[config.mk]
export PLATFORM = sky130hd
export DESIGN_NAME = control_unit_flat
export DESIGN_NICKNAME = d
export VERILOG_FILES = /design/src/rtl/cpu_pkg.sv /design/src/rtl/control_unit_if.sv /design/src/rtl/control_unit_op_class_decode.sv /design/src/rtl/control_unit.sv /design/src/flat_wrapper.sv
export SDC_FILE = /design/constraint.sdc
export NUM_CORES = 1
export LEC_CHECK = 0
export CELL_PAD_IN_SITES_DETAIL_PLACEMENT = 1
export CELL_PAD_IN_SITES_GLOBAL_PLACEMENT = 1
export CORE_ASPECT_RATIO = 0.7
export CORE_MARGIN = 3
export CORE_UTILIZATION = 28
export CTS_BUF_LIST = sky130_fd_sc_hd__clkbuf_16
export DETAILED_ROUTE_END_ITERATION = 10
export GPL_TIMING_DRIVEN = 0
export HOLD_SLACK_MARGIN = 0.05
export PLACE_DENSITY_LB_ADDON = 0.12
export SLEW_MARGIN = 20
export SYNTH_ARGS = -nofsm -noshare
export SYNTH_HDL_FRONTEND = slang
export SYNTH_HIERARCHICAL = 1
export SYNTH_SLANG_ARGS = --single-unit
[constraint.sdc]
create_clock -name clock -period 5.4 [get_ports clock]
set_clock_uncertainty 0.2 [all_clocks]
set_input_delay 1.62 -clock clock [delete_from_list [all_inputs] [get_ports clock]]
set_output_delay 1.62 -clock clock [all_outputs]
set_load 0.03 [all_outputs]
[src/rtl/cpu_pkg.sv]
`default_nettype none
// ============================================================================
//  Module      : cpu_pkg
//  Description : Shared definitions for the single-bus CPU control unit:
//                opcodes, sequencer state encoding, instruction classes,
//                the control-strobe bundle and the last-step lookup.
//  Revision    : 1.0  initial release
// ============================================================================
package cpu_pkg;

    // Opcodes as found in IR[31:27]
    localparam logic [4:0] OP_LD   = 5'b00000;
    localparam logic [4:0] OP_LDI  = 5'b00001;
    localparam logic [4:0] OP_ST   = 5'b00010;
    localparam logic [4:0] OP_ADD  = 5'b00011;
    localparam logic [4:0] OP_SUB  = 5'b00100;
    localparam logic [4:0] OP_AND  = 5'b00101;
    localparam logic [4:0] OP_OR   = 5'b00110;
    localparam logic [4:0] OP_ROR  = 5'b00111;
    localparam logic [4:0] OP_ROL  = 5'b01000;
    localparam logic [4:0] OP_SHR  = 5'b01001;
    localparam logic [4:0] OP_SHRA = 5'b01010;
    localparam logic [4:0] OP_SHL  = 5'b01011;
    localparam logic [4:0] OP_ADDI = 5'b01100;
    localparam logic [4:0] OP_ANDI = 5'b01101;
    localparam logic [4:0] OP_ORI  = 5'b01110;
    localparam logic [4:0] OP_DIV  = 5'b01111;
    localparam logic [4:0] OP_MUL  = 5'b10000;
    localparam logic [4:0] OP_NEG  = 5'b10001;
    localparam logic [4:0] OP_NOT  = 5'b10010;
    localparam logic [4:0] OP_BR   = 5'b10011;
    localparam logic [4:0] OP_JR   = 5'b10100;
    localparam logic [4:0] OP_JAL  = 5'b10101;
    localparam logic [4:0] OP_IN   = 5'b10110;
    localparam logic [4:0] OP_OUT  = 5'b10111;
    localparam logic [4:0] OP_MFHI = 5'b11000;
    localparam logic [4:0] OP_MFLO = 5'b11001;
    localparam logic [4:0] OP_NOP  = 5'b11010;
    localparam logic [4:0] OP_HALT = 5'b11011;

    // Sequencer step states; T0..T7 are consecutive so a step advance is +1
    typedef enum logic [3:0] {
        ST_RESET = 4'd0,
        ST_T0    = 4'd1,
        ST_T1    = 4'd2,
        ST_T2    = 4'd3,
        ST_T3    = 4'd4,
        ST_T4    = 4'd5,
        ST_T5    = 4'd6,
        ST_T6    = 4'd7,
        ST_T7    = 4'd8,
        ST_HALT  = 4'd9
    } state_t;

    // Instruction classes sharing one execute sequence
    typedef enum logic [3:0] {
        CLS_RTYPE  = 4'd0,
        CLS_UNARY  = 4'd1,
        CLS_IMM    = 4'd2,
        CLS_LDI    = 4'd3,
        CLS_LD     = 4'd4,
        CLS_ST     = 4'd5,
        CLS_BR     = 4'd6,
        CLS_JR     = 4'd7,
        CLS_JAL    = 4'd8,
        CLS_MFHI   = 4'd9,
        CLS_MFLO   = 4'd10,
        CLS_IN     = 4'd11,
        CLS_OUT    = 4'd12,
        CLS_MULDIV = 4'd13,
        CLS_NOP    = 4'd14,
        CLS_HALT   = 4'd15
    } op_class_t;

    // Datapath strobe bundle produced by the output decoder
    typedef struct packed {
        logic gra;
        logic grb;
        logic grc;
        logic rin;
        logic rout;
        logic ba_out;
        logic c_out;
        logic pc_out;
        logic pc_in;
        logic inc_pc;
        logic ir_in;
        logic mar_in;
        logic mdr_in;
        logic mdr_out;
        logic y_in;
        logic z_in;
        logic zhigh_out;
        logic zlow_out;
        logic hi_in;
        logic hi_out;
        logic lo_in;
        logic lo_out;
        logic inport_out;
        logic outport_in;
        logic con_in;
        logic read;
        logic ram_write;
    } ctrl_t;

    // Final execute step of each class; the FSM leaves for T0/HALT from here
    function automatic state_t last_step(input op_class_t cls);
        state_t s;
        case (cls)
            CLS_RTYPE, CLS_UNARY, CLS_IMM, CLS_LDI: s = ST_T5;
            CLS_LD, CLS_ST:                          s = ST_T7;
            CLS_BR, CLS_MULDIV:                      s = ST_T6;
            CLS_JAL:                                 s = ST_T4;
            CLS_JR, CLS_MFHI, CLS_MFLO,
            CLS_IN, CLS_OUT:                         s = ST_T3;
            default:                                 s = ST_T2;
        endcase
        return s;
    endfunction

endpackage
`default_nettype wire

[src/rtl/control_unit_if.sv]
`default_nettype none
// ============================================================================
//  Module      : control_unit_if
//  Description : Bundle between the control unit and the datapath: IR, CON
//                and stop inward, every control strobe, alu_op and run out.
//  Revision    : 1.0  initial release
// ============================================================================
interface control_unit_if;

    logic [31:0] IR;
    logic        CON;
    logic        stop;
    logic        run;
    logic        Gra, Grb, Grc, Rin, Rout, BAout, Cout;
    logic        PCout, PCin, IncPC, IRin, MARin, MDRin, MDRout;
    logic        Yin, Zin, Zhighout, Zlowout, HIin, HIout, LOin, LOout;
    logic        InPortout, Out_portIn, CONin;
    logic        read, RAMwrite;
    logic [4:0]  alu_op;

    // Control unit side
    modport master (
        input  IR, CON, stop,
        output run,
        output Gra, Grb, Grc, Rin, Rout, BAout, Cout,
        output PCout, PCin, IncPC, IRin, MARin, MDRin, MDRout,
        output Yin, Zin, Zhighout, Zlowout, HIin, HIout, LOin, LOout,
        output InPortout, Out_portIn, CONin,
        output read, RAMwrite,
        output alu_op
    );

    // Datapath side
    modport slave (
        output IR, CON, stop,
        input  run,
        input  Gra, Grb, Grc, Rin, Rout, BAout, Cout,
        input  PCout, PCin, IncPC, IRin, MARin, MDRin, MDRout,
        input  Yin, Zin, Zhighout, Zlowout, HIin, HIout, LOin, LOout,
        input  InPortout, Out_portIn, CONin,
        input  read, RAMwrite,
        input  alu_op
    );

endinterface
`default_nettype wire

[src/rtl/control_unit_op_class_decode.sv]
`default_nettype none
// ============================================================================
//  Module      : op_class_decode
//  Description : Combinational opcode -> instruction class and ALU opcode.
//                Config macro CU_MULDIV_EN: when defined, mul/div get their
//                own class; otherwise both decode as nop.
//  Revision    : 1.0  initial release
// ============================================================================
module op_class_decode
    import cpu_pkg::*;
(
    input  logic [4:0] opcode,
    output op_class_t  op_class,
    output logic [4:0] alu_op
);

    // Address-forming instructions reuse the adder; immediates map to their ALU op
    always_comb begin
        op_class = CLS_NOP;
        alu_op   = 5'b00000;
        case (opcode)
            OP_ADD, OP_SUB, OP_AND, OP_OR, OP_ROR,
            OP_ROL, OP_SHR, OP_SHRA, OP_SHL: begin
                op_class = CLS_RTYPE;
                alu_op   = opcode;
            end
            OP_NEG, OP_NOT: begin
                op_class = CLS_UNARY;
                alu_op   = opcode;
            end
            OP_ADDI: begin
                op_class = CLS_IMM;
                alu_op   = OP_ADD;
            end
            OP_ANDI: begin
                op_class = CLS_IMM;
                alu_op   = OP_AND;
            end
            OP_ORI: begin
                op_class = CLS_IMM;
                alu_op   = OP_OR;
            end
            OP_LDI: begin
                op_class = CLS_LDI;
                alu_op   = OP_ADD;
            end
            OP_LD: begin
                op_class = CLS_LD;
                alu_op   = OP_ADD;
            end
            OP_ST: begin
                op_class = CLS_ST;
                alu_op   = OP_ADD;
            end
            OP_BR: begin
                op_class = CLS_BR;
                alu_op   = OP_ADD;
            end
            OP_JR:   op_class = CLS_JR;
            OP_JAL:  op_class = CLS_JAL;
            OP_MFHI: op_class = CLS_MFHI;
            OP_MFLO: op_class = CLS_MFLO;
            OP_IN:   op_class = CLS_IN;
            OP_OUT:  op_class = CLS_OUT;
`ifdef CU_MULDIV_EN
            OP_MUL, OP_DIV: begin
                op_class = CLS_MULDIV;
                alu_op   = opcode;
            end
`endif
            OP_HALT: op_class = CLS_HALT;
            default: op_class = CLS_NOP;
        endcase
    end

endmodule
`default_nettype wire

[src/rtl/control_unit.sv]
`default_nettype none
// ============================================================================
//  Module      : control_unit
//  Description : Moore sequencer for the single-bus CPU. Fetch in T0-T2,
//                per-class execute in T3-T7, HALT until clear. Outputs decode
//                from the registered state, IR and a registered copy of CON.
//                Config macro CU_MULDIV_EN enables the mul/div sequence.
//  Revision    : 1.0  initial release
// ============================================================================
module control_unit
    import cpu_pkg::*;
#(
    parameter int RESET_PC_STEPS = 1
) (
    input  logic           clock,
    input  logic           clear,
    control_unit_if.master bus
);

    localparam int c_cnt_w = (RESET_PC_STEPS > 1) ? $clog2(RESET_PC_STEPS) : 1;
    localparam logic [c_cnt_w-1:0] c_cnt_last =
        (RESET_PC_STEPS > 1) ? c_cnt_w'(RESET_PC_STEPS - 1) : '0;

    state_t             r_state;
    state_t             w_next_state;
    state_t             w_last;
    logic [c_cnt_w-1:0] r_cnt;
    logic               r_con;
    op_class_t          w_cls;
    logic [4:0]         w_dec_alu;
    ctrl_t              w_ctrl;
    logic               w_run;
    logic               w_unused_ir;

    op_class_decode u_decode (
        .opcode   (bus.IR[31:27]),
        .op_class (w_cls),
        .alu_op   (w_dec_alu)
    );

    assign w_last      = last_step(w_cls);
    assign w_unused_ir = ^bus.IR[26:0];

    // State register; clear aborts any instruction at once
    always_ff @(posedge clock or posedge clear) begin
        if (clear) begin
            r_state <= ST_RESET;
        end else begin
            r_state <= w_next_state;
        end
    end

    // Idle-cycle counter for the RESET state, plus CON sampled so the branch
    // decision comes from a flop rather than a live input
    always_ff @(posedge clock or posedge clear) begin
        if (clear) begin
            r_cnt <= '0;
            r_con <= 1'b0;
        end else begin
            r_con <= bus.CON;
            if (r_state == ST_RESET && r_cnt != c_cnt_last) begin
                r_cnt <= r_cnt + 1'b1;
            end
        end
    end

    // Next-state: fetch, then step through the class sequence; stop and
    // halt are honoured only at the instruction's final step
    always_comb begin
        w_next_state = r_state;
        case (r_state)
            ST_RESET: begin
                if (r_cnt == c_cnt_last) begin
                    w_next_state = ST_T0;
                end
            end
            ST_T0: w_next_state = ST_T1;
            ST_T1: w_next_state = ST_T2;
            ST_T2, ST_T3, ST_T4, ST_T5, ST_T6, ST_T7: begin
                if (r_state == w_last || r_state == ST_T7) begin
                    w_next_state = (w_cls == CLS_HALT || bus.stop) ? ST_HALT : ST_T0;
                end else begin
                    w_next_state = state_t'(r_state + 4'd1);
                end
            end
            ST_HALT: w_next_state = ST_HALT;
            default: w_next_state = ST_RESET;
        endcase
    end

    // Output decode: one-cycle strobes per step and instruction class
    always_comb begin
        w_ctrl = '0;
        w_run  = 1'b0;
        case (r_state)
            ST_T0: begin
                w_run         = 1'b1;
                w_ctrl.pc_out = 1'b1;
                w_ctrl.mar_in = 1'b1;
                w_ctrl.inc_pc = 1'b1;
            end
            ST_T1: begin
                w_run         = 1'b1;
                w_ctrl.read   = 1'b1;
                w_ctrl.mdr_in = 1'b1;
            end
            ST_T2: begin
                w_run          = 1'b1;
                w_ctrl.mdr_out = 1'b1;
                w_ctrl.ir_in   = 1'b1;
            end
            ST_T3: begin
                w_run = 1'b1;
                case (w_cls)
                    CLS_RTYPE, CLS_UNARY, CLS_IMM: begin
                        w_ctrl.grb = 1'b1; w_ctrl.rout = 1'b1; w_ctrl.y_in = 1'b1;
                    end
                    CLS_LDI, CLS_LD, CLS_ST: begin
                        w_ctrl.grb = 1'b1; w_ctrl.ba_out = 1'b1; w_ctrl.y_in = 1'b1;
                    end
                    CLS_BR: begin
                        w_ctrl.gra = 1'b1; w_ctrl.rout = 1'b1; w_ctrl.con_in = 1'b1;
                    end
                    CLS_JR: begin
                        w_ctrl.gra = 1'b1; w_ctrl.rout = 1'b1; w_ctrl.pc_in = 1'b1;
                    end
                    CLS_JAL: begin
                        w_ctrl.pc_out = 1'b1; w_ctrl.grb = 1'b1; w_ctrl.rin = 1'b1;
                    end
                    CLS_MFHI: begin
                        w_ctrl.hi_out = 1'b1; w_ctrl.gra = 1'b1; w_ctrl.rin = 1'b1;
                    end
                    CLS_MFLO: begin
                        w_ctrl.lo_out = 1'b1; w_ctrl.gra = 1'b1; w_ctrl.rin = 1'b1;
                    end
                    CLS_IN: begin
                        w_ctrl.inport_out = 1'b1; w_ctrl.gra = 1'b1; w_ctrl.rin = 1'b1;
                    end
                    CLS_OUT: begin
                        w_ctrl.gra = 1'b1; w_ctrl.rout = 1'b1; w_ctrl.outport_in = 1'b1;
                    end
                    CLS_MULDIV: begin
                        w_ctrl.gra = 1'b1; w_ctrl.rout = 1'b1; w_ctrl.y_in = 1'b1;
                    end
                    default: ;
                endcase
            end
            ST_T4: begin
                w_run = 1'b1;
                case (w_cls)
                    CLS_RTYPE: begin
                        w_ctrl.grc = 1'b1; w_ctrl.rout = 1'b1; w_ctrl.z_in = 1'b1;
                    end
                    CLS_UNARY, CLS_MULDIV: begin
                        w_ctrl.grb = 1'b1; w_ctrl.rout = 1'b1; w_ctrl.z_in = 1'b1;
                    end
                    CLS_IMM, CLS_LDI, CLS_LD, CLS_ST: begin
                        w_ctrl.c_out = 1'b1; w_ctrl.z_in = 1'b1;
                    end
                    CLS_BR: begin
                        w_ctrl.pc_out = 1'b1; w_ctrl.y_in = 1'b1;
                    end
                    CLS_JAL: begin
                        w_ctrl.gra = 1'b1; w_ctrl.rout = 1'b1; w_ctrl.pc_in = 1'b1;
                    end
                    default: ;
                endcase
            end
            ST_T5: begin
                w_run = 1'b1;
                case (w_cls)
                    CLS_RTYPE, CLS_UNARY, CLS_IMM, CLS_LDI: begin
                        w_ctrl.zlow_out = 1'b1; w_ctrl.gra = 1'b1; w_ctrl.rin = 1'b1;
                    end
                    CLS_LD, CLS_ST: begin
                        w_ctrl.zlow_out = 1'b1; w_ctrl.mar_in = 1'b1;
                    end
                    CLS_BR: begin
                        w_ctrl.c_out = 1'b1; w_ctrl.z_in = 1'b1;
                    end
                    CLS_MULDIV: begin
                        w_ctrl.zlow_out = 1'b1; w_ctrl.lo_in = 1'b1;
                    end
                    default: ;
                endcase
            end
            ST_T6: begin
                w_run = 1'b1;
                case (w_cls)
                    CLS_LD: begin
                        w_ctrl.read = 1'b1; w_ctrl.mdr_in = 1'b1;
                    end
                    CLS_ST: begin
                        w_ctrl.gra = 1'b1; w_ctrl.rout = 1'b1; w_ctrl.mdr_in = 1'b1;
                    end
                    CLS_BR: begin
                        w_ctrl.zlow_out = r_con; w_ctrl.pc_in = r_con;
                    end
                    CLS_MULDIV: begin
                        w_ctrl.zhigh_out = 1'b1; w_ctrl.hi_in = 1'b1;
                    end
                    default: ;
                endcase
            end
            ST_T7: begin
                w_run = 1'b1;
                case (w_cls)
                    CLS_LD: begin
                        w_ctrl.mdr_out = 1'b1; w_ctrl.gra = 1'b1; w_ctrl.rin = 1'b1;
                    end
                    CLS_ST: w_ctrl.ram_write = 1'b1;
                    default: ;
                endcase
            end
            default: ;
        endcase
    end

    // The ALU opcode is presented only while Z captures the result
    assign bus.alu_op     = w_ctrl.z_in ? w_dec_alu : 5'b00000;
    assign bus.run        = w_run;
    assign bus.Gra        = w_ctrl.gra;
    assign bus.Grb        = w_ctrl.grb;
    assign bus.Grc        = w_ctrl.grc;
    assign bus.Rin        = w_ctrl.rin;
    assign bus.Rout       = w_ctrl.rout;
    assign bus.BAout      = w_ctrl.ba_out;
    assign bus.Cout       = w_ctrl.c_out;
    assign bus.PCout      = w_ctrl.pc_out;
    assign bus.PCin       = w_ctrl.pc_in;
    assign bus.IncPC      = w_ctrl.inc_pc;
    assign bus.IRin       = w_ctrl.ir_in;
    assign bus.MARin      = w_ctrl.mar_in;
    assign bus.MDRin      = w_ctrl.mdr_in;
    assign bus.MDRout     = w_ctrl.mdr_out;
    assign bus.Yin        = w_ctrl.y_in;
    assign bus.Zin        = w_ctrl.z_in;
    assign bus.Zhighout   = w_ctrl.zhigh_out;
    assign bus.Zlowout    = w_ctrl.zlow_out;
    assign bus.HIin       = w_ctrl.hi_in;
    assign bus.HIout      = w_ctrl.hi_out;
    assign bus.LOin       = w_ctrl.lo_in;
    assign bus.LOout      = w_ctrl.lo_out;
    assign bus.InPortout  = w_ctrl.inport_out;
    assign bus.Out_portIn = w_ctrl.outport_in;
    assign bus.CONin      = w_ctrl.con_in;
    assign bus.read       = w_ctrl.read;
    assign bus.RAMwrite   = w_ctrl.ram_write;

endmodule
`default_nettype wire

[src/flat_wrapper.sv]
// flat-port wrapper written by rule: the top's interface ports become plain ports
module control_unit_flat import cpu_pkg::*;
#(
    parameter int RESET_PC_STEPS = 1
)
  (clock, clear, bus_IR, bus_CON, bus_stop, bus_run, bus_Gra, bus_Grb, bus_Grc, bus_Rin, bus_Rout, bus_BAout, bus_Cout, bus_PCout, bus_PCin, bus_IncPC, bus_IRin, bus_MARin, bus_MDRin, bus_MDRout, bus_Yin, bus_Zin, bus_Zhighout, bus_Zlowout, bus_HIin, bus_HIout, bus_LOin, bus_LOout, bus_InPortout, bus_Out_portIn, bus_CONin, bus_read, bus_RAMwrite, bus_alu_op);
  control_unit_if bus_i ();
  input  logic clock;
  input  logic clear;
  input wire logic [$bits(bus_i.IR)-1:0] bus_IR;
  input wire logic [$bits(bus_i.CON)-1:0] bus_CON;
  input wire logic [$bits(bus_i.stop)-1:0] bus_stop;
  output wire logic [$bits(bus_i.run)-1:0] bus_run;
  output wire logic [$bits(bus_i.Gra)-1:0] bus_Gra;
  output wire logic [$bits(bus_i.Grb)-1:0] bus_Grb;
  output wire logic [$bits(bus_i.Grc)-1:0] bus_Grc;
  output wire logic [$bits(bus_i.Rin)-1:0] bus_Rin;
  output wire logic [$bits(bus_i.Rout)-1:0] bus_Rout;
  output wire logic [$bits(bus_i.BAout)-1:0] bus_BAout;
  output wire logic [$bits(bus_i.Cout)-1:0] bus_Cout;
  output wire logic [$bits(bus_i.PCout)-1:0] bus_PCout;
  output wire logic [$bits(bus_i.PCin)-1:0] bus_PCin;
  output wire logic [$bits(bus_i.IncPC)-1:0] bus_IncPC;
  output wire logic [$bits(bus_i.IRin)-1:0] bus_IRin;
  output wire logic [$bits(bus_i.MARin)-1:0] bus_MARin;
  output wire logic [$bits(bus_i.MDRin)-1:0] bus_MDRin;
  output wire logic [$bits(bus_i.MDRout)-1:0] bus_MDRout;
  output wire logic [$bits(bus_i.Yin)-1:0] bus_Yin;
  output wire logic [$bits(bus_i.Zin)-1:0] bus_Zin;
  output wire logic [$bits(bus_i.Zhighout)-1:0] bus_Zhighout;
  output wire logic [$bits(bus_i.Zlowout)-1:0] bus_Zlowout;
  output wire logic [$bits(bus_i.HIin)-1:0] bus_HIin;
  output wire logic [$bits(bus_i.HIout)-1:0] bus_HIout;
  output wire logic [$bits(bus_i.LOin)-1:0] bus_LOin;
  output wire logic [$bits(bus_i.LOout)-1:0] bus_LOout;
  output wire logic [$bits(bus_i.InPortout)-1:0] bus_InPortout;
  output wire logic [$bits(bus_i.Out_portIn)-1:0] bus_Out_portIn;
  output wire logic [$bits(bus_i.CONin)-1:0] bus_CONin;
  output wire logic [$bits(bus_i.read)-1:0] bus_read;
  output wire logic [$bits(bus_i.RAMwrite)-1:0] bus_RAMwrite;
  output wire logic [$bits(bus_i.alu_op)-1:0] bus_alu_op;
  assign bus_i.IR = bus_IR;
  assign bus_i.CON = bus_CON;
  assign bus_i.stop = bus_stop;
  assign bus_run = bus_i.run;
  assign bus_Gra = bus_i.Gra;
  assign bus_Grb = bus_i.Grb;
  assign bus_Grc = bus_i.Grc;
  assign bus_Rin = bus_i.Rin;
  assign bus_Rout = bus_i.Rout;
  assign bus_BAout = bus_i.BAout;
  assign bus_Cout = bus_i.Cout;
  assign bus_PCout = bus_i.PCout;
  assign bus_PCin = bus_i.PCin;
  assign bus_IncPC = bus_i.IncPC;
  assign bus_IRin = bus_i.IRin;
  assign bus_MARin = bus_i.MARin;
  assign bus_MDRin = bus_i.MDRin;
  assign bus_MDRout = bus_i.MDRout;
  assign bus_Yin = bus_i.Yin;
  assign bus_Zin = bus_i.Zin;
  assign bus_Zhighout = bus_i.Zhighout;
  assign bus_Zlowout = bus_i.Zlowout;
  assign bus_HIin = bus_i.HIin;
  assign bus_HIout = bus_i.HIout;
  assign bus_LOin = bus_i.LOin;
  assign bus_LOout = bus_i.LOout;
  assign bus_InPortout = bus_i.InPortout;
  assign bus_Out_portIn = bus_i.Out_portIn;
  assign bus_CONin = bus_i.CONin;
  assign bus_read = bus_i.read;
  assign bus_RAMwrite = bus_i.RAMwrite;
  assign bus_alu_op = bus_i.alu_op;
  control_unit #(.RESET_PC_STEPS(RESET_PC_STEPS)) u_core (.clock(clock), .clear(clear), .bus(bus_i));
endmodule
==> flow_summary_export.csv, run 1 <==
group,metric,value,unit
status,status,"complete, no violations",
clocking,numCtsBuffers,3,
sta,setup_viol_count_final,0,
layout,diodes,0,
layout,drive_above_1_share,30.8,%
floorplanning,io_pins,69,
synth,synth.avg_cell_area,6.53,um^2
floorplanning,design.core.area,4940,um^2
global_routing,grt_pass1_wl,9380,um
setup_path,worstSetupPathType,"in2out",
synth,synthFlopType,"dfrtp_1",
synth,synthTopCellsByCount,"24 x nor2_1, 20 x nand2_1, 16 x clkbuf_1, 16 x o21ai_0, 13 x nor3_1",
setup_path,critPathMaxFanout,10,
synth,ys_async_sr_fraction,100,%
power_and_ir_drop,p_seq_share,9.6,%
detailed_routing,wl_met2,2580,um
worst_hold_path,min_from,"u_core/r_cnt",
sta,layout_worst_path_cycle_share,98.4,%
clocking,clk_root_buffer_cell,"clkbuf_16",
sta,rsz0062_at_grt,"no",
setup_path,cp_common_cell,"buf_6",
clocking,max-clock-path-buffers,2,
power_and_ir_drop,p_clk_share,14.3,%
detailed_routing,wl_met1,3130,um
detailed_routing,totalWireLength,6040,um
power_and_ir_drop,combPwrFrac,76.1,%
power_and_ir_drop,power.internal,0.396,mW
sta,timing.slew.headroom,63.9,%
clocking,clkSinkCount,6,
global_routing,grt_max_degree,11,
layout,fin_nets,318,
sta,finalHoldViolCount,0,
setup_path,crit_arrival,3490,ps
place,dpl.hpwl,4560,um
floorplanning,die_w,92.8,um
power_and_ir_drop,ir_drop,0.153,mV
worst_hold_path,min_path_type,"reg2reg",
floorplanning,die_height,66.7,um
global_routing,grt_pass1_vias,1786,
power_and_ir_drop,leakagePower,0.901,nW
power_and_ir_drop,finalPower,0.855,mW
detailed_routing,drt_pass1_iterations,5,
clocking,clk_latency,230,ps
sta,finalSetupTns,0,ps
synth,yosysSeqAreaShare,10.2,%
detailed_routing,avgViaCountPerCell,5.58,
synth,ys_top_cells_by_area,"dfrtp_1 10%, nor2_1 6.1%, o21ai_0 5.4%",
synth,synth_nets,266,
detailed_routing,ant_nets,0,
power_and_ir_drop,p_sw,0.459,mW
synth,synthCells,226,
clocking,cts_hold_buf,0,
sta,fin_crit,5310,ps
setup_path,start_kind,"input port",
detailed_routing,dr.max_layer_used,"met3",
global_routing,grt_overflow,0,
detailed_routing,drc,0,
layout,stdcell_count,345,
sta,fin_ws,85.2,ps
clocking,clk_pin_slew,40,ps
power_and_ir_drop,power.density,379,nW/um^2
synth,synth-edff-count,0,
clocking,h-tree-depth,1,
place,place_inst,336,
clocking,cts_tree,"yes",
synth,yosysMostFrequentCell,"nor2_1",
floorplanning,dieArea,6190,um^2
layout,syn_to_final_growth,52.8,%
detailed_routing,drt_iter0_drc,81,
synth,syn_area,1480,um^2
sta,drv_slew,0,
sta,worstMarginPinSlew,539,ps
setup_path,crit_path_max_incr_delay,220,ps
run,drv_cap,0,
detailed_routing,wl_met3,341,um
setup_path,endpoint_kind,"primary output",
floorplanning,initial_core_util,29.9,%
setup_path,reg2reg_from,"u_core/r_state[1]",
synth,yosysTopAreaCellShare,10.2,%
place,place_congestion,0.819,
place,dp_slack,-1400,ps
setup_path,crit_chain,"clkbuf_2 > buf_6 > nor3b_2 > o31ai_1 > and3_1 > buf_6 > or2_1 > buf_6 > nor2_1 > a21oi_2 > o221ai_2 > buf_6",
floorplanning,rows,21,
setup_path,startpoint,"bus_IR[27]",
synth,ys_ff_latch,6,
setup_path,cp_num_buf_inv,5,
synth,yosys_warnings,6,
detailed_routing,vias,1926,
synth,yosysTopAreaCell,"dfrtp_1",
global_routing,grt_antenna_before_repair,0,
power_and_ir_drop,sw_frac_of_total,53.7,%
setup_path,cpLargestDelayFamily,"simple AND/OR/NAND/NOR gates",
detailed_routing,wl_per_cell,17.5,um
setup_path,required,3580,ps
synth,synth_cell_types,55,
setup_path,slowest_stage,"or2_1",
global_routing,grt.total_usage,18.9,%
place,port_buffers,41,
sta,fmax,0.188,GHz
sequential cells by signal, summed over array words and instances, names as in the netlist:
name,count
u_core/r_cnt,1
u_core/r_con,1
u_core/r_state,4
kinds of logic (layout without fill, tap and decap cells):
group / count (synthesis) / in the layout / synth area share, %
AOI/OAI and AO/OA: 72 / 72 / 34.5
xor gates and xnor gates: 4 / 4 / 2.38
adders and majority gates: 4 / 4 / 3.39
buffers and inverters: 32 / 82 / 10.3
DFF: 6 / 6 / 10.2
muxes: 2 / 2 / 1.70
and+or+nand+nor: 106 / 106 / 37.5
metrics by stage:
stage	utilization (%)	hold WS (ps)	cell area (um^2)
2_1_floorplan	-	302	1530
3_3_place_gp	40.9	341	2020
3_5_place_dp	40.9	347	2020
4_1_cts	44.2	368	2180
5_1_grt	45.6	397	2250
6_report	45.6	371	2250
cells in the final DEF (no fill, tap or decap), types with 5 or more instances in the layout:
cell type	count
a211oi_1	5
a21oi_1	8
and2_1	6
buf_2	7
buf_4	18
buf_6	9
clkbuf_1	9
clkdlybuf4s15_2	7
clkdlybuf4s50_1	6
dfrtp_1	6
inv_1	7
nand2_1	18
nand3b_1	5
nor2_1	23
nor2b_1	8
nor3_1	10
o21ai_0	13
layout make-up:
type                       instances  area [um^2]
tap                               69         86.3
sequential                         6          150
timing repair buffer              49          420
clock buffer                       3         75.1
fill                             642         2690
inverter                           8         30.0
buffer                            22          169
multi-input combinational        188         1320
final timing paths:
path	to	slack [ps]	cells after the start
min	u_core/r_cnt	370	1
min reg2reg	u_core/r_cnt	370	1
max reg2reg	u_core/r_state[1]	2860	7
max in group asynchronous	u_core/r_state[3]	3360	2
min in group asynchronous	u_core/r_cnt	1430	2
max	bus_Gra	90	12
worst register-to-register path, cell delays in order, from the launching register on:
cell and delay, ps:
dfrtp_1 460, inv_1 160, ha_1 210, clkbuf_1 440
o21ai_0 210, a21boi_0 220, or4_1 440, o211ai_1 100
power groups by stage:
stage | clock network [mW] | registers, mW | logic (mW)
5_1_grt | 0.127 | 0.0842 | 0.709
6_report | 0.122 | 0.0821 | 0.651
3_3_place_gp | 0 | 0.0810 | 0.618
4_1_cts | 0.124 | 0.0810 | 0.631
2_1_floorplan | 0 | 0.0735 | 0.430
3_5_place_dp | 0 | 0.0814 | 0.626
routing by layer:
layer / up-vias / global-route usage (%)
met2: 52 / 29.3
met3: 0 / 2.37
met4: 0 / 1.10
li1: 925 / -
met5: - / 0
met1: 949 / 28.9
repair_timing:
item,CTS,global route
gates resized for setup,184,16
pin swaps,2,4
endpoints found under the setup margin,30,30
cloned,0,1
setup buffers,2,5
endpoints found under the hold margin,0,0
No activity file was read; power rests on OpenSTA's default activity.
==> run 2, diff against run 1 <==
--- a/config.mk
+++ b/config.mk
@@ -20,3 +20,4 @@
 export SYNTH_HDL_FRONTEND = slang
 export SYNTH_HIERARCHICAL = 1
 export SYNTH_SLANG_ARGS = --single-unit
+export TNS_END_PERCENT = 20
==> flow_summary_export.csv, run 2 (synthesis results as in run 1) <==
group,metric,value,unit
power_and_ir_drop,power.density,388,nW/um^2
sta,fin_crit,5300,ps
clocking,cts_tree,"yes",
global_routing,grt_antenna_before_repair,0,
detailed_routing,drc,0,
global_routing,grt_pass1_vias,1852,
sta,layout_worst_path_cycle_share,98.2,%
clocking,numCtsBuffers,3,
layout,mostFrequentLayoutCells,"23 x nor2_1, 18 x nand2_1, 15 x buf_2, 13 x buf_4, 13 x o21ai_0",
layout,mostFrequentLayoutCell,"nor2_1",
detailed_routing,wl_per_cell,17.8,um
layout,final_util,43.8,%
detailed_routing,totalWireLength,6130,um
clocking,clk_root_buffer_cell,"clkbuf_16",
floorplanning,initial_core_util,29.9,%
setup_path,timing.rr.end,"u_core/r_state[0]",
clocking,h-tree-depth,1,
global_routing,grt_pass1_wl,9620,um
floorplanning,rows,21,
place,place_congestion,0.805,
floorplanning,dieArea,6190,um^2
global_routing,grt.total_usage,19.4,%
clocking,clkSinkCount,6,
detailed_routing,drt_iter0_drc,71,
setup_path,worstSetupPathType,"in2out",
layout,diodes,0,
setup_path,crit_path_max_incr_delay,240,ps
setup_path,endpoint_kind,"primary output",
sta,timing.slew.headroom,53.7,%
clocking,max-clock-path-buffers,2,
setup_path,slowest_stage,"o31ai_1",
floorplanning,io_pins,69,
worst_hold_path,min_path_type,"reg2reg",
detailed_routing,ant_nets,0,
detailed_routing,drt_pass1_iterations,4,
layout,largest_register_ffs,4,
worst_hold_path,min_from,"u_core/r_cnt",
setup_path,reg2reg_from,"u_core/r_state[0]",
sta,worstMarginPinSlew,685,ps
setup_path,crit_chain,"buf_2 > buf_6 > nor2b_1 > o31ai_1 > and3_1 > buf_6 > clkbuf_8 > nor3b_1 > o21ai_1 > o21ai_2 > and2_1 > buf_2",
detailed_routing,avgViaCountPerCell,5.53,
floorplanning,die_height,66.7,um
setup_path,crit_arrival,3480,ps
power_and_ir_drop,finalPower,0.840,mW
sta,drv_slew,0,
layout,reg_top3,"u_core/r_state x4, u_core/r_cnt x1, u_core/r_con x1",
worst_hold_path,hold_end,"u_core/r_cnt",
global_routing,grt_overflow,0,
power_and_ir_drop,leakagePower,0.888,nW
setup_path,critPathMaxFanout,10,
layout,fin_nets,318,
clocking,clk_latency,230,ps
sta,setup_viol_count_final,0,
setup_path,rrSetupSlack,2780,ps
global_routing,grt_max_degree,11,
place,dpl.hpwl,4520,um
layout,top_register,"u_core/r_state",
status,status,"complete, no violations",
detailed_routing,vias,1909,
setup_path,rr_worst_depth,6,
layout,drive_above_1_share,27.9,%
worst_hold_path,whs_path_depth,1,
sta,fmax,0.189,GHz
run,drv_cap,0,
layout,syn_to_final_growth,46.8,%
place,port_buffers,41,
clocking,clk_pin_slew,30,ps
floorplanning,die_w,92.8,um
setup_path,required,3580,ps
sta,finalHoldViolCount,0,
power_and_ir_drop,ir_drop,0.149,mV
setup_path,start_kind,"input port",
floorplanning,design.core.area,4940,um^2
-- run 2: cell count changes in the layout (fill, tap and decap cells not counted), sizes merged --
cell / change
dlygate4sd2: +4
clkdlybuf4s15: -2
buf: +1
inv: -1
clkbuf: -3
clkinvlp: +1
-- run 2: worst max path at each step --
stage	startpoint	endpoint	slack, ps
after floorplan	bus_IR[28]	bus_Zlowout	-280
after global placement	bus_IR[28]	bus_Zlowout	-1390
after detailed placement	bus_IR[28]	bus_Gra	-1430
after CTS	bus_IR[29]	bus_Rout	4
after global routing	bus_IR[28]	bus_Gra	-20
final	bus_IR[28]	bus_alu_op[2]	100
-- run 2: critical path: cells and delay by family --
family / cells / cell delay (ps)
simple gates: 4 / 560
buf+inv: 5 / 790
compound gates: 3 / 510
-- run 2: power breakdown --
part	internal (mW)	switching, mW
registers	0.0594	0.0214
clock network	0.0952	0.0268
logic	0.230	0.407
-- run 2: repair_timing --
item                                    in CTS  in global routing
pin swaps                                    4                  5
endpoints found under the setup margin      30                 30
gates cloned                                 0                  1
hold buffers                                 0                  0
buffers inserted                             1                  6
resized for setup                          163                 21
-- run 2: per-stage QoR --
step | TNS, ps | setup slack, ps | cells | area, um^2 | hold WS (ps)
after global placement | -32040 | -1390 | 336 | 1980 | 343
after CTS | 0 | 4.22 | 338 | 2100 | 353
after floorplan | -857 | -281 | 226 | 1480 | 302
final | 0 | 96.1 | 345 | 2170 | 357
after global routing | -22.8 | -22.5 | 345 | 2170 | 373
after detailed placement | -33070 | -1430 | 336 | 1980 | 349
-- run 2: area by class of cell --
type                       instances  area [um^2]
inverter                           8         33.8
buffer                            22          171
fill                             647         2770
multi-input combinational        188         1270
timing repair buffer              49          378
clock buffer                       3         75.1
sequential                         6          150
tap                               69         86.3
-- run 2: per-layer routing --
layer,global-route usage [%],wire (um),vias up
met1,27.7,3090,918
met4,0.548,0,0
li1,-,-,928
met3,3.39,302,0
met2,32.2,2730,63
met5,0,0,-
